===== src/rtl/divider_arbiter_if.sv =====
// Requester-side bus of divider_arbiter.
//   req_valid/req_a/req_b : per-requester operands, packed [i*DATA_LEN +: DATA_LEN]
//   req_ready             : one-hot grant from the arbiter
//   rsp_valid/id/result/dz: one-cycle response strobe, no backpressure
// Handshake: requester i transfers an operation in any cycle where
// req_valid[i] && req_ready[i] are both high at the rising clock edge. A
// requester may raise or drop req_valid freely; req_ready is a combinational
// function of req_valid and internal state and never depends on it staying up.
// Responses are a pure strobe: rsp_valid is high for exactly one cycle per
// accepted operation and cannot be stalled.
interface divider_arbiter_if #(
  parameter int DATA_LEN = 32,
  parameter int NUM_REQ  = 4
);
  localparam int ID_W = (NUM_REQ > 1) ? $clog2(NUM_REQ) : 1;

  logic [NUM_REQ-1:0]          req_valid;
  logic [NUM_REQ*DATA_LEN-1:0] req_a;
  logic [NUM_REQ*DATA_LEN-1:0] req_b;
  logic [NUM_REQ-1:0]          req_ready;
  logic                        rsp_valid;
  logic [ID_W-1:0]             rsp_id;
  logic [DATA_LEN-1:0]         rsp_result;
  logic                        rsp_dz;

  modport master (
    output req_valid, req_a, req_b,
    input  req_ready, rsp_valid, rsp_id, rsp_result, rsp_dz
  );

  modport slave (
    input  req_valid, req_a, req_b,
    output req_ready, rsp_valid, rsp_id, rsp_result, rsp_dz
  );
endinterface


===== src/rtl/divider_arbiter.sv =====
// Shares one fixed-latency pipelined divider among NUM_REQ requesters.
// Round-robin grant, per-requester outstanding limit, a tag pipe that tracks
// each operation through the divider, divide-by-zero flagging and a flush
// sequence that holds the divider in reset.
// Ports:
//   clk, reset_n   : clock, asynchronous active-low reset
//   bus            : requester-side interface (slave modport)
//   flush          : one-cycle pulse, aborts all in-flight work
//   div_reset      : reset to the divider
//   div_a, div_b   : registered operands to the divider
//   div_result     : divider output, valid DIV_LATENCY cycles after div_a/div_b
//   busy           : work in flight or flush in progress
//   dbg_state      : current FSM state (0 = RUN, 1 = FLUSH)
module divider_arbiter #(
  parameter int DATA_LEN        = 32,
  parameter int NUM_REQ         = 4,
  parameter int DIV_LATENCY     = 11,
  parameter int MAX_OUTSTANDING = 4
) (
  input  logic                clk,
  input  logic                reset_n,
  divider_arbiter_if.slave    bus,
  input  logic                flush,
  output logic                div_reset,
  output logic [DATA_LEN-1:0] div_a,
  output logic [DATA_LEN-1:0] div_b,
  input  logic [DATA_LEN-1:0] div_result,
  output logic                busy,
  output logic                dbg_state
);
  localparam int ID_W  = (NUM_REQ > 1) ? $clog2(NUM_REQ) : 1;
  localparam int CNT_W = $clog2(MAX_OUTSTANDING + 1);
  localparam int FC_W  = $clog2(DIV_LATENCY + 1);
  localparam int LAST  = DIV_LATENCY - 1;

  typedef enum logic {RUN = 1'b0, FLUSH = 1'b1} state_t;

  state_t                state, state_next;
  logic [FC_W-1:0]       flush_cnt;
  logic [ID_W-1:0]       ptr;
  logic [CNT_W-1:0]      outstanding [NUM_REQ];
  logic [LAST:0]         tag_valid;
  logic [ID_W-1:0]       tag_id [DIV_LATENCY];
  logic [LAST:0]         tag_dz;
  logic [NUM_REQ-1:0]    eligible;
  logic [NUM_REQ-1:0]    grant;
  logic                  grant_any;
  logic [ID_W-1:0]       grant_id;
  logic [DATA_LEN-1:0]   grant_a, grant_b;
  logic                  flush_go;
  logic                  rsp_load;
  int                    scan_idx;
  logic                  rsp_valid_q, rsp_dz_q;
  logic [ID_W-1:0]       rsp_id_q;
  logic [DATA_LEN-1:0]   rsp_result_q;

  // A flush pulse only counts while running; a pulse during FLUSH is ignored.
  assign flush_go = flush && (state == RUN);
  // The flush edge discards whatever is leaving the tag pipe.
  assign rsp_load = tag_valid[LAST] && !flush_go;

  // Round-robin grant: first eligible requester at or above ptr, wrapping.
  // A flush in the same cycle suppresses the grant so nothing is accepted.
  always_comb begin
    eligible  = '0;
    grant     = '0;
    grant_any = 1'b0;
    grant_id  = '0;
    scan_idx  = 0;
    for (int i = 0; i < NUM_REQ; i++) begin
      eligible[i] = bus.req_valid[i] && (outstanding[i] < CNT_W'(MAX_OUTSTANDING));
    end
    if (state == RUN && !flush) begin
      for (int k = 0; k < NUM_REQ; k++) begin
        scan_idx = (int'(ptr) + k) % NUM_REQ;
        if (!grant_any && eligible[scan_idx]) begin
          grant_any       = 1'b1;
          grant_id        = ID_W'(scan_idx);
          grant[scan_idx] = 1'b1;
        end
      end
    end
  end

  assign grant_a = bus.req_a[int'(grant_id)*DATA_LEN +: DATA_LEN];
  assign grant_b = bus.req_b[int'(grant_id)*DATA_LEN +: DATA_LEN];

  // FSM next state
  always_comb begin
    state_next = state;
    case (state)
      RUN:     if (flush_go) state_next = FLUSH;
      FLUSH:   if (flush_cnt == '0) state_next = RUN;
      default: state_next = RUN;
    endcase
  end

  // FSM state register; flush_cnt counts the DIV_LATENCY+1 FLUSH cycles down.
  always_ff @(posedge clk or negedge reset_n) begin
    if (!reset_n) begin
      state     <= RUN;
      flush_cnt <= '0;
    end else begin
      state <= state_next;
      if (flush_go)
        flush_cnt <= FC_W'(DIV_LATENCY);
      else if (state == FLUSH && flush_cnt != '0)
        flush_cnt <= flush_cnt - FC_W'(1);
    end
  end

  // Round-robin pointer survives a flush.
  always_ff @(posedge clk or negedge reset_n) begin
    if (!reset_n)
      ptr <= '0;
    else if (grant_any)
      ptr <= (grant_id == ID_W'(NUM_REQ - 1)) ? '0 : grant_id + ID_W'(1);
  end

  // Operand register and tag pipe advance together every cycle so the tag
  // leaving stage LAST lines up with div_result of the same operation.
  always_ff @(posedge clk or negedge reset_n) begin
    if (!reset_n) begin
      div_a     <= '0;
      div_b     <= '0;
      tag_valid <= '0;
      tag_dz    <= '0;
      for (int s = 0; s < DIV_LATENCY; s++) tag_id[s] <= '0;
    end else if (flush_go) begin
      div_a     <= '0;
      div_b     <= '0;
      tag_valid <= '0;
      tag_dz    <= '0;
      for (int s = 0; s < DIV_LATENCY; s++) tag_id[s] <= '0;
    end else begin
      div_a        <= grant_any ? grant_a : '0;
      div_b        <= grant_any ? grant_b : '0;
      tag_valid[0] <= grant_any;
      tag_id[0]    <= grant_id;
      tag_dz[0]    <= grant_any && (grant_b == '0);
      for (int s = 1; s < DIV_LATENCY; s++) begin
        tag_valid[s] <= tag_valid[s-1];
        tag_id[s]    <= tag_id[s-1];
        tag_dz[s]    <= tag_dz[s-1];
      end
    end
  end

  // Response register; id/result/dz hold between strobes.
  always_ff @(posedge clk or negedge reset_n) begin
    if (!reset_n) begin
      rsp_valid_q  <= 1'b0;
      rsp_id_q     <= '0;
      rsp_result_q <= '0;
      rsp_dz_q     <= 1'b0;
    end else if (rsp_load) begin
      rsp_valid_q  <= 1'b1;
      rsp_id_q     <= tag_id[LAST];
      rsp_dz_q     <= tag_dz[LAST];
      rsp_result_q <= tag_dz[LAST] ? '1 : div_result;
    end else begin
      rsp_valid_q <= 1'b0;
    end
  end

  // Outstanding counters: a simultaneous grant and retire cancel out.
  always_ff @(posedge clk or negedge reset_n) begin
    if (!reset_n) begin
      for (int i = 0; i < NUM_REQ; i++) outstanding[i] <= '0;
    end else if (flush_go) begin
      for (int i = 0; i < NUM_REQ; i++) outstanding[i] <= '0;
    end else begin
      for (int i = 0; i < NUM_REQ; i++) begin
        if (grant[i] && !(rsp_load && tag_id[LAST] == ID_W'(i)))
          outstanding[i] <= outstanding[i] + CNT_W'(1);
        else if (!grant[i] && rsp_load && tag_id[LAST] == ID_W'(i))
          outstanding[i] <= outstanding[i] - CNT_W'(1);
      end
    end
  end

  assign bus.req_ready  = grant;
  assign bus.rsp_valid  = rsp_valid_q;
  assign bus.rsp_id     = rsp_id_q;
  assign bus.rsp_result = rsp_result_q;
  assign bus.rsp_dz     = rsp_dz_q;

  assign div_reset = !reset_n || (state == FLUSH);
  assign busy      = (|tag_valid) || rsp_valid_q || (state == FLUSH);
  assign dbg_state = logic'(state);
endmodule


===== src/flat_wrapper.sv =====
// flat-port wrapper written by rule: the top's interface ports become plain ports
module divider_arbiter_flat 
#(
  parameter int DATA_LEN        = 32,
  parameter int NUM_REQ         = 4,
  parameter int DIV_LATENCY     = 11,
  parameter int MAX_OUTSTANDING = 4
)
  (clk, reset_n, flush, div_reset, div_a, div_b, div_result, busy, dbg_state, bus_req_valid, bus_req_a, bus_req_b, bus_req_ready, bus_rsp_valid, bus_rsp_id, bus_rsp_result, bus_rsp_dz);
  divider_arbiter_if #(.DATA_LEN(DATA_LEN), .NUM_REQ(NUM_REQ)) bus_i ();
  input  logic clk;
  input  logic reset_n;
  input  logic flush;
  output logic div_reset;
  output logic [DATA_LEN-1:0] div_a;
  output logic [DATA_LEN-1:0] div_b;
  input  logic [DATA_LEN-1:0] div_result;
  output logic busy;
  output logic dbg_state;
  input wire logic [$bits(bus_i.req_valid)-1:0] bus_req_valid;
  input wire logic [$bits(bus_i.req_a)-1:0] bus_req_a;
  input wire logic [$bits(bus_i.req_b)-1:0] bus_req_b;
  output wire logic [$bits(bus_i.req_ready)-1:0] bus_req_ready;
  output wire logic [$bits(bus_i.rsp_valid)-1:0] bus_rsp_valid;
  output wire logic [$bits(bus_i.rsp_id)-1:0] bus_rsp_id;
  output wire logic [$bits(bus_i.rsp_result)-1:0] bus_rsp_result;
  output wire logic [$bits(bus_i.rsp_dz)-1:0] bus_rsp_dz;
  assign bus_i.req_valid = bus_req_valid;
  assign bus_i.req_a = bus_req_a;
  assign bus_i.req_b = bus_req_b;
  assign bus_req_ready = bus_i.req_ready;
  assign bus_rsp_valid = bus_i.rsp_valid;
  assign bus_rsp_id = bus_i.rsp_id;
  assign bus_rsp_result = bus_i.rsp_result;
  assign bus_rsp_dz = bus_i.rsp_dz;
  divider_arbiter #(.DATA_LEN(DATA_LEN), .NUM_REQ(NUM_REQ), .DIV_LATENCY(DIV_LATENCY), .MAX_OUTSTANDING(MAX_OUTSTANDING)) u_core (.clk(clk), .reset_n(reset_n), .bus(bus_i), .flush(flush), .div_reset(div_reset), .div_a(div_a), .div_b(div_b), .div_result(div_result), .busy(busy), .dbg_state(dbg_state));
endmodule

===== config.mk =====
export PLATFORM = sky130hd
export DESIGN_NAME = divider_arbiter_flat
export DESIGN_NICKNAME = d
export VERILOG_FILES = /design/src/rtl/divider_arbiter_if.sv /design/src/rtl/divider_arbiter.sv /design/src/flat_wrapper.sv
export SDC_FILE = /design/constraint.sdc
export NUM_CORES = 1
export LEC_CHECK = 0
export BUFFER_PORTS_ARGS = -buffer_cell sky130_fd_sc_hd__buf_4
export CAP_MARGIN = 30
export CELL_PAD_IN_SITES_DETAIL_PLACEMENT = 2
export CELL_PAD_IN_SITES_GLOBAL_PLACEMENT = 2
export CORE_ASPECT_RATIO = 0.5
export CORE_UTILIZATION = 24
export DETAILED_ROUTE_END_ITERATION = 7
export PLACE_DENSITY = 0.82
export SETUP_SLACK_MARGIN = 0.4
export SLEW_MARGIN = 20
export SYNTH_ARGS = -nofsm -noshare
export SYNTH_HDL_FRONTEND = slang
export SYNTH_SLANG_ARGS = --single-unit

===== constraint.sdc =====
create_clock -name clk -period 3.3 [get_ports clk]
set_input_delay 0.99 -clock clk [delete_from_list [all_inputs] [get_ports clk]]
set_output_delay 0.99 -clock clk [all_outputs]
set_load 0.02 [all_outputs]

Word-level counts from Yosys, hierarchy flattened --
Cells that the tools add are included.
Word-level totals: output and inout port bits 107, input bits 295, word-level logic and storage cells 190, bits in registers 163
Cells by class: shifts and indexed selects 2, magnitude comparators 12, equal/unequal tests 4, reduce and logical (&&, ||, !) cells 62, multiplexer cells 64, bitwise gates (word level) 7, add/subtract/negate cells 13
Operators with widths (number):
- 128-bit by 8-bit indexed part select with 32-bit output | 2
- 32-bit two-way mux | 5
- 4-bit two-way mux | 10
- 1-bit logical AND | 32
- 32-bit logical NOT | 1
- 3-bit two-way mux | 8
- 1-bit two-way mux | 22
- 11-bit two-way mux | 2
- 22-bit two-way mux | 1
- 1-bit logical NOT | 14
- 3-bit by 1-bit adder with 3-bit output (second input constant) | 4
- 3-bit < comparator (second input constant) | 4
- 3-bit by 4-bit < comparator with 1-bit output (second input constant) | 3
- 12-bit two-way mux | 1
- 2-bit two-way mux | 6
- 4-bit bitwise OR | 3
- 3-bit nonzero test | 4
- 3-bit by 1-bit subtractor with 3-bit output (second input constant) | 4
- 11-bit OR reduction | 1
- 3-bit by 1-bit >= comparator with 1-bit output (second input constant) | 3
- 1-bit binary-select mux with 2-bit select | 4
- 1-bit demux with 2-bit select | 4
- 2-bit == test (second input constant) | 3
- 2-bit OR reduction | 3
- other kinds (14) | 20

Logic depth before layout (Yosys ltp) --
Gate-level depths: netlist of the first run.
word-level depth 24, mapped depth 15, depth with buffers taken out 13

Worst setup path after synthesis of the first run --
No wires, ideal clock.
path kind register to output, start register u_core.ptr[0], end output bus_req_ready[1], setup slack -0.413 ns, arrival time 2.723 ns, required time 2.310 ns, buffers on the path 2, cell stages (with the launch flop) 11, cells stage by stage dfrtp_1 buf_2 inv_1 ha_1 clkbuf_1 or3_1 a211oi_1 a31oi_1 o22ai_1 nand2_1 a21oi_1
On the way: cells in the longest elaborated chain, start to end 16, elaborated cells between the ends (all ways) 63, those cells by class add/sub (3); order compare (8); mux (33); bitwise (6); reduce/logical (13)
RTL lines:
- from (decl) | line divider_arbiter.sv:40 | logic [ID_W-1:0] ptr;
- from (signal assigned) | line divider_arbiter.sv:117 | ptr <= (grant_id == ID_W'(NUM_REQ - 1)) ? '0 : grant_id + ID_W'(1);
- 2-bit by 1-bit adder with 2-bit output / 1-bit binary-select mux with 2-bit select (equally long branches) | line divider_arbiter.sv:75, divider_arbiter.sv:76
- 2-bit OR reduction (no line) / 1-bit two-way mux (equally long branches)
- 1-bit AND (no line) / 1-bit two-way mux (equally long branches)
- 3-bit by 4-bit < comparator with 1-bit output (implied by the code), or another cell as far along | line divider_arbiter.sv:79 | grant[scan_idx] = 1'b1;
- 1-bit logical AND (implied by the code) / 1-bit logical NOT (equally long branches) | line divider_arbiter.sv:79, divider_arbiter.sv:76
- 1-bit two-way mux (implied by the code) / 1-bit logical AND (equally long branches) | line divider_arbiter.sv:79, divider_arbiter.sv:76
- 1-bit demux with 2-bit select / 1-bit two-way mux (equally long branches)
- 4-bit bitwise OR (no line) / 1-bit two-way mux (equally long branches)
- 4-bit two-way mux / 1-bit logical NOT (equally long branches) | line divider_arbiter.sv:76 | if (!grant_any && eligible[scan_idx]) begin
- 4-bit two-way mux / 1-bit logical AND (equally long branches) | line divider_arbiter.sv:73, divider_arbiter.sv:76
- 4-bit bitwise OR (no line) / 1-bit two-way mux (equally long branches)
- 4-bit two-way mux / 1-bit two-way mux (equally long branches) | line divider_arbiter.sv:76, divider_arbiter.sv:73
- 4-bit two-way mux / 1-bit logical NOT (equally long branches) | line divider_arbiter.sv:73, divider_arbiter.sv:76
- 4-bit bitwise OR (no line) / 1-bit logical AND (equally long branches)
- 4-bit two-way mux * | line divider_arbiter.sv:76
- 4-bit two-way mux * | line divider_arbiter.sv:73 | if (state == RUN && !flush) begin
- to (decl) | line flat_wrapper.sv:23 | output wire logic [$bits(bus_i.req_ready)-1:0] bus_req_ready;
Every way passes the cells marked *; elsewhere a longest branch is shown, timed or not. The select of a mux whose other input is x is not followed.

Worst setup path after layout of the first run --
start register u_core.ptr[1], end output bus_req_ready[0]
Same word-level chain as after synthesis.

==> flow_summary.ini, run 1 <==
[status]
status = finished with violations
violations = setup timing

[pwr]
peakVddDrop_mv = 0.369
clock_power_share = 0.195
p_per_area_mw_per_mm2 = 702
p_int_w = 0.00644
seq_power_share = 0.257
switching_share = 0.411
p_sw_w = 0.00450
combPwrFrac = 0.548
p_leak_nw = 6.98

[detailed_routing]
vias = 9072
drtPass1Iterations = 4
drt-vias-per-instance = 5.00
antenna_left = 0
drc = 0
wl_um = 47200
initialDrtViolationCount = 417
routedWlPerCell_um = 26.0

[worst_setup_path]
cp-start-kind = register
cp_cell_sequence = inv_1 > ha_4 > or3_4 > a211oi_2 > a31oi_1 > o22ai_2 > buf_4 > nand2_4 > a21oi_4 > buf_6
crit_family = compound AO/OA/AOI/OAI gates
crit_fanout = 3
path_class = reg2out
setup.worst_path.end_class = output port
critical_path.max_stage_delay_ps = 400
worstPathArrival_ps = 2750
cp_slowest_cell = dfrtp_1
crit_required_ps = 2310
path_buf_inv = 3

[flow_run]
drv_cap = 0

[logic_synthesis]
synth_edf_count = 0
yosysTopAreaCell = dfrtp_1
ys_types = 58
synth_top_cells_by_count = dfrtp_1 (163), a211oi_1 (115), nor2_1 (82), mux2i_1 (73), nor2b_1 (63)
ys_seq_area_frac = 0.479
synth_top_area_frac = 0.479
synth.most_common_cell = dfrtp_1
synth_area_sq_mm = 0.00852
synth_ff_type = dfrtp_1
ys_ff_latch = 163
async_reset_ff_frac = 1.00
yosysWarnings = 0
syn_inst = 846
syn_area_per_cell_sq_um = 10.1
synth.area.top_cells = dfrtp_1 (48%), a211oi_1 (10%), mux2i_1 (8.6%)
syn-num-nets = 1153

[floorplan]
ios = 402
dieArea_sq_mm = 0.0363
die_w_um = 268
row_count = 48
initial_utilization = 0.245
coreArea_sq_mm = 0.0347
die_y_um = 135

[global_route]
grt.met3_usage = 0.0396
grt_usage = 0.216
top_usage_layer = met2
grt_overflow = 0
use_met2 = 0.396
antenna_found_initial = 3
grt_pass1_vias = 9610
grt_max_degree = 125
grt_first_pass_wirelength_um = 58700
gr-usage-met1 = 0.252

[timing]
fin_hold_ws_ps = 455
maxSlewHeadroom = 0.435
finalHoldViolations = 0
finalSetupViolCount = 9
tightest_slew_ps = 848
max_freq_mhz = 267
min_period_ps = 3740
finalMaxSlewViolations = 0
fin_ws_ps = -445
finalSetupTns_ps = -2220
finalCritPeriodShare = 1.13
fin_skew_ps = 15.1
rsz0062_at_grt = true

[finish]
area_growth_pct = 82.8
finalNonFillerCells = 1815
layout-drive-gt1-share = 0.604
n_fill_cell = 3621
final_nets = 1633
final_core_util = 0.449

[clock_network]
clk_pin_slew_ps = 70
htreeDepth = 4
clkSinkCount = 163
ctsHoldBuffers = 0
cts_buffers = 17
clockBufferDepth = 2
clk_latency_ps = 460
root_buffer = clkbuf_16
cts_tree = yes

[placement]
place_hpwl_um = 30000
io_buffers = 401
dp.cells = 1724
pre_cts_ws_ps = -513
globalplace.congestion = 0.951

[min_path]
hold_path_class = reg2reg
-- state kept, by name, indices dropped and copies added (netlist names) --
name,count
u_core.bus.rsp_result,32
u_core.div_b,32
u_core.outstanding,12
u_core.div_a,32
u_core.bus.rsp_valid,1
u_core.tag_id,22
u_core.flush_cnt,4
u_core.tag_dz,11
u_core.dbg_state,1
u_core.bus.rsp_id,2
u_core.bus.rsp_dz,1
u_core.tag_valid,11
u_core.ptr,2
-- routing by layer --
layer	vias up	share of wire
met2	274	0.54
met1	4708	0.39
met5	-	0.00028
met3	97	0.037
li1	3991	-
met4	2	0.033
-- kinds of logic (layout without fill, tap and decap cells) --
family,after synthesis,in the layout,synth area share
other,0,1,0
XOR/XNOR,8,8,0.00822
buffers and inverters,81,574,0.0423
multiplexers,79,79,0.0968
flip-flops,163,163,0.479
AO/OA/AOI/OAI,195,195,0.161
AND/OR/NAND/NOR,308,308,0.192
adder cells (fa/ha/maj),12,12,0.0211
-- worst register-to-register path, delay by kind of cell (launching register included) --
family,cells,cell delay (ps)
simple gates,3,470
flops,1,400
mux,3,820
buf+inv,4,560
compound gates,2,560
fa+ha+maj,2,590
-- cell type report --
class                           instances  area, sq um  area share
Timing Repair Buffer                  525         4630       0.297
Multi-Input combinational cell        602         5620       0.361
Sequential cell                       163         4080       0.262
Clock inverter                         14          163      0.0104
Clock buffer                           18          429      0.0275
Inverter                               17         66.3     0.00426
Tap cell                              475          594      0.0381
Antenna cell                            1         2.50    0.000161
-- path summary, 6_finish.rpt --
| kind | end | depth (start not counted) | startpoint | slack (ps) |
|---|---|---|---|---|
| max | bus_req_ready[0] | 10 | u_core.ptr[1] | -440 |
| min | u_core.tag_dz[9] | 1 | u_core.tag_dz[8] | 460 |
| max reg2reg | u_core.outstanding[8] | 14 | u_core.ptr[1] | -180 |
| min reg2reg | u_core.tag_dz[9] | 1 | u_core.tag_dz[8] | 460 |
| max in group asynchronous | u_core.tag_id[7] | 2 | reset_n | 2050 |
| min in group asynchronous | u_core.div_b[23] | 2 | reset_n | 670 |
-- timing repair --
action,in CTS,in global routing
cloned,1,17
pin swaps,12,96
resized for setup,50,306
setup endpoints to repair,75,79
buffers inserted,13,27
-- metrics by stage --
step | cell area (sq um) | power (W)
after floorplan | 8660 | 0.00513
after global placement | 12500 | 0.00686
after detailed placement | 12600 | 0.00710
after CTS | 13500 | 0.00952
after global routing | 15600 | 0.0114
final | 15600 | 0.0109
-- layout by cell type (no fill, tap or decap), types with 27 or more instances in the layout --
master     instances
a21oi_1           39
nor4_1            27
nor2b_4           29
buf_6             32
dfrtp_1          163
a211oi_2          86
and2_1            41
nand2_1           32
clkbuf_16         29
buf_4            453
nor2_1            80
mux2i_1           30
-- power groups by stage --
| stage | Combinational [W] | Sequential (W) | Clock [W] |
|---|---|---|---|
| floorplan | 0.00195 | 0.00318 | 0 |
| global placement | 0.00407 | 0.00278 | 0 |
| detailed placement | 0.00428 | 0.00282 | 0 |
| CTS | 0.00456 | 0.00279 | 0.00216 |
| global route | 0.00633 | 0.00286 | 0.00225 |
| finish | 0.00600 | 0.00281 | 0.00213 |
Power figures use the tool's default switching activity.
==> inputs of run 2 (changes only) <==
Settings changed: CORE_MARGIN set to 2, HOLD_SLACK_MARGIN set to 0.03.
==> run 2 against run 1 <==
  * The flow still finishes with violations (setup timing)
  * Flip-flop and latch count did not move
  * Core utilization rose by 1.5 points
  * Clock skew rose by 4.8 ps
  * Highest routed layer is now met4
  * Power rose by 7.0%
  * Register-to-register slack got worse by 280 ps
==> flow_summary.ini, run 2 (synthesis gave the netlist of run 1 again) <==
[status]
status = finished with violations
violations = setup timing

[pwr]
p_sw_w = 0.00502
combPwrFrac = 0.574
p_per_area_mw_per_mm2 = 726
switching_share = 0.429
seq_power_share = 0.243
p_int_w = 0.00667
clock_power_share = 0.183
p_leak_nw = 7.21
peakVddDrop_mv = 0.402

[global_route]
grt_first_pass_wirelength_um = 68200
grt_usage = 0.248
grt_pass1_vias = 10500
grt_overflow = 0
antenna_found_initial = 3
grt_max_degree = 66

[finish]
finalNonFillerCells = 1837
layout_common_cells = buf_4 (462), dfrtp_1 (162), nor2_1 (78), a211oi_2 (75), and2_1 (44)
area_growth_pct = 89.0
layout-drive-gt1-share = 0.615
layout_commonest_cell = buf_4
fin_area_sq_mm = 0.0161
final_nets = 1653
n_fill_cell = 3554

[timing]
finalHoldViolations = 0
min_period_ps = 3900
rsz0062_at_grt = true
finalSetupViolCount = 73
finalMaxSlewViolations = 0
max_freq_mhz = 256
finalSetupTns_ps = -16300
tightest_slew_ps = 888
fin_hold_ws_ps = 454
maxSlewHeadroom = 0.408
finalCritPeriodShare = 1.18
fin_ws_ps = -601
fin_skew_ps = 19.8

[placement]
dp.cells = 1726
globalplace.congestion = 0.950
io_buffers = 401
pre_cts_ws_ps = -596
place_hpwl_um = 29800
dpl_cell_area_sq_mm = 0.0125

[worst_setup_path]
cp-start-kind = register
path_class = reg2out
crit_fanout = 7
r2r_start = u_core.ptr[1]
setup.worst_path.end_class = output port
worstPathArrival_ps = 2910
crit_required_ps = 2310
crit_start = u_core.ptr[1]

[floorplan]
row_count = 48
ios = 402
coreArea_sq_mm = 0.0347
initial_utilization = 0.245
die_y_um = 137
dieArea_sq_mm = 0.0371
die_w_um = 270

[detailed_routing]
routedWlPerCell_um = 28.4
drtPass1Iterations = 5
antenna_left = 0
drt-vias-per-instance = 5.09
drc = 0
initialDrtViolationCount = 520
wl_um = 52200
vias = 9358

[clock_network]
clk_latency_ps = 470
root_buffer = clkbuf_16
clockBufferDepth = 2
ctsHoldBuffers = 0
cts_tree = yes
clk_pin_slew_ps = 90
htreeDepth = 4
clkSinkCount = 163
cts_buffers = 17

[min_path]
worstHoldStart = u_core.tag_dz[9]
hold_path_class = reg2reg

[flow_run]
drv_cap = 0
run 2: cell types whose count changed in the layout (fill, tap and decap cells not counted), sizes merged:
| cell | before | now |
|---|---|---|
| buf | 513 | 544 |
| bufinv | 2 | 0 |
| clkbuf | 30 | 18 |
| clkinv | 3 | 8 |
| clkinvlp | 1 | 0 |
| diode | 1 | 3 |
| inv | 25 | 24 |
run 2: routing by layer:
metal,up-vias,global-route usage,wire length [um]
met3,147,0.0418,1990
met4,0,0.118,2710
li1,4043,-,-
met2,361,0.468,27800
met1,4807,0.274,19700
met5,-,0,0
run 2: timing repair:
action,CTS,global route
gates cloned,19,1
endpoints found under the setup margin,76,80
buffers inserted,36,20
pin swaps,117,76
resized for setup,268,137
run 2: critical path: stages (launching register included):
cell	delay [ps]
dfrtp_1	450
inv_2	90
ha_4	300
buf_6	130
mux4_2	350
nor2b_4	170
a222oi_1	650
a21oi_4	130
buf_6	160
run 2: cell type report:
cell class	count	area, sq um	area share
timing repair buffer	545	4970	0.308
tap	475	594	0.0369
sequential	163	4080	0.253
clock buffer	17	425	0.0264
antenna	3	7.51	0.000466
inverter	17	63.8	0.00396
clock inverter	15	181	0.0113
multi-input combinational	602	5790	0.359
run 2: worst paths after layout:
check,endpoint,slack [ps],depth (start not counted)
setup / recovery,bus_req_ready[0],-600,8
hold / removal,u_core.tag_dz[10],450,1
setup reg to reg,u_core.outstanding[11],-460,14
hold reg to reg,u_core.tag_dz[10],450,1
max in group asynchronous,u_core.div_a[19],1940,2
min in group asynchronous,u_core.div_b[21],660,2
run 2: stage by stage:
stage / total power, W / utilization
final: 0.0117 / 0.464
after global routing: 0.0122 / 0.464
after CTS: 0.0107 / 0.438
after detailed placement: 0.00709 / 0.361
after global placement: 0.00682 / 0.361
after floorplan: 0.00513 / -
run 2: power groups by stage:
stage | clock network, W | registers, W | logic (W)
after floorplan | 0 | 0.00318 | 0.00195
after global placement | 0 | 0.00279 | 0.00403
after detailed placement | 0 | 0.00283 | 0.00426
after CTS | 0.00213 | 0.00280 | 0.00575
after global routing | 0.00226 | 0.00289 | 0.00703
final | 0.00214 | 0.00284 | 0.00672
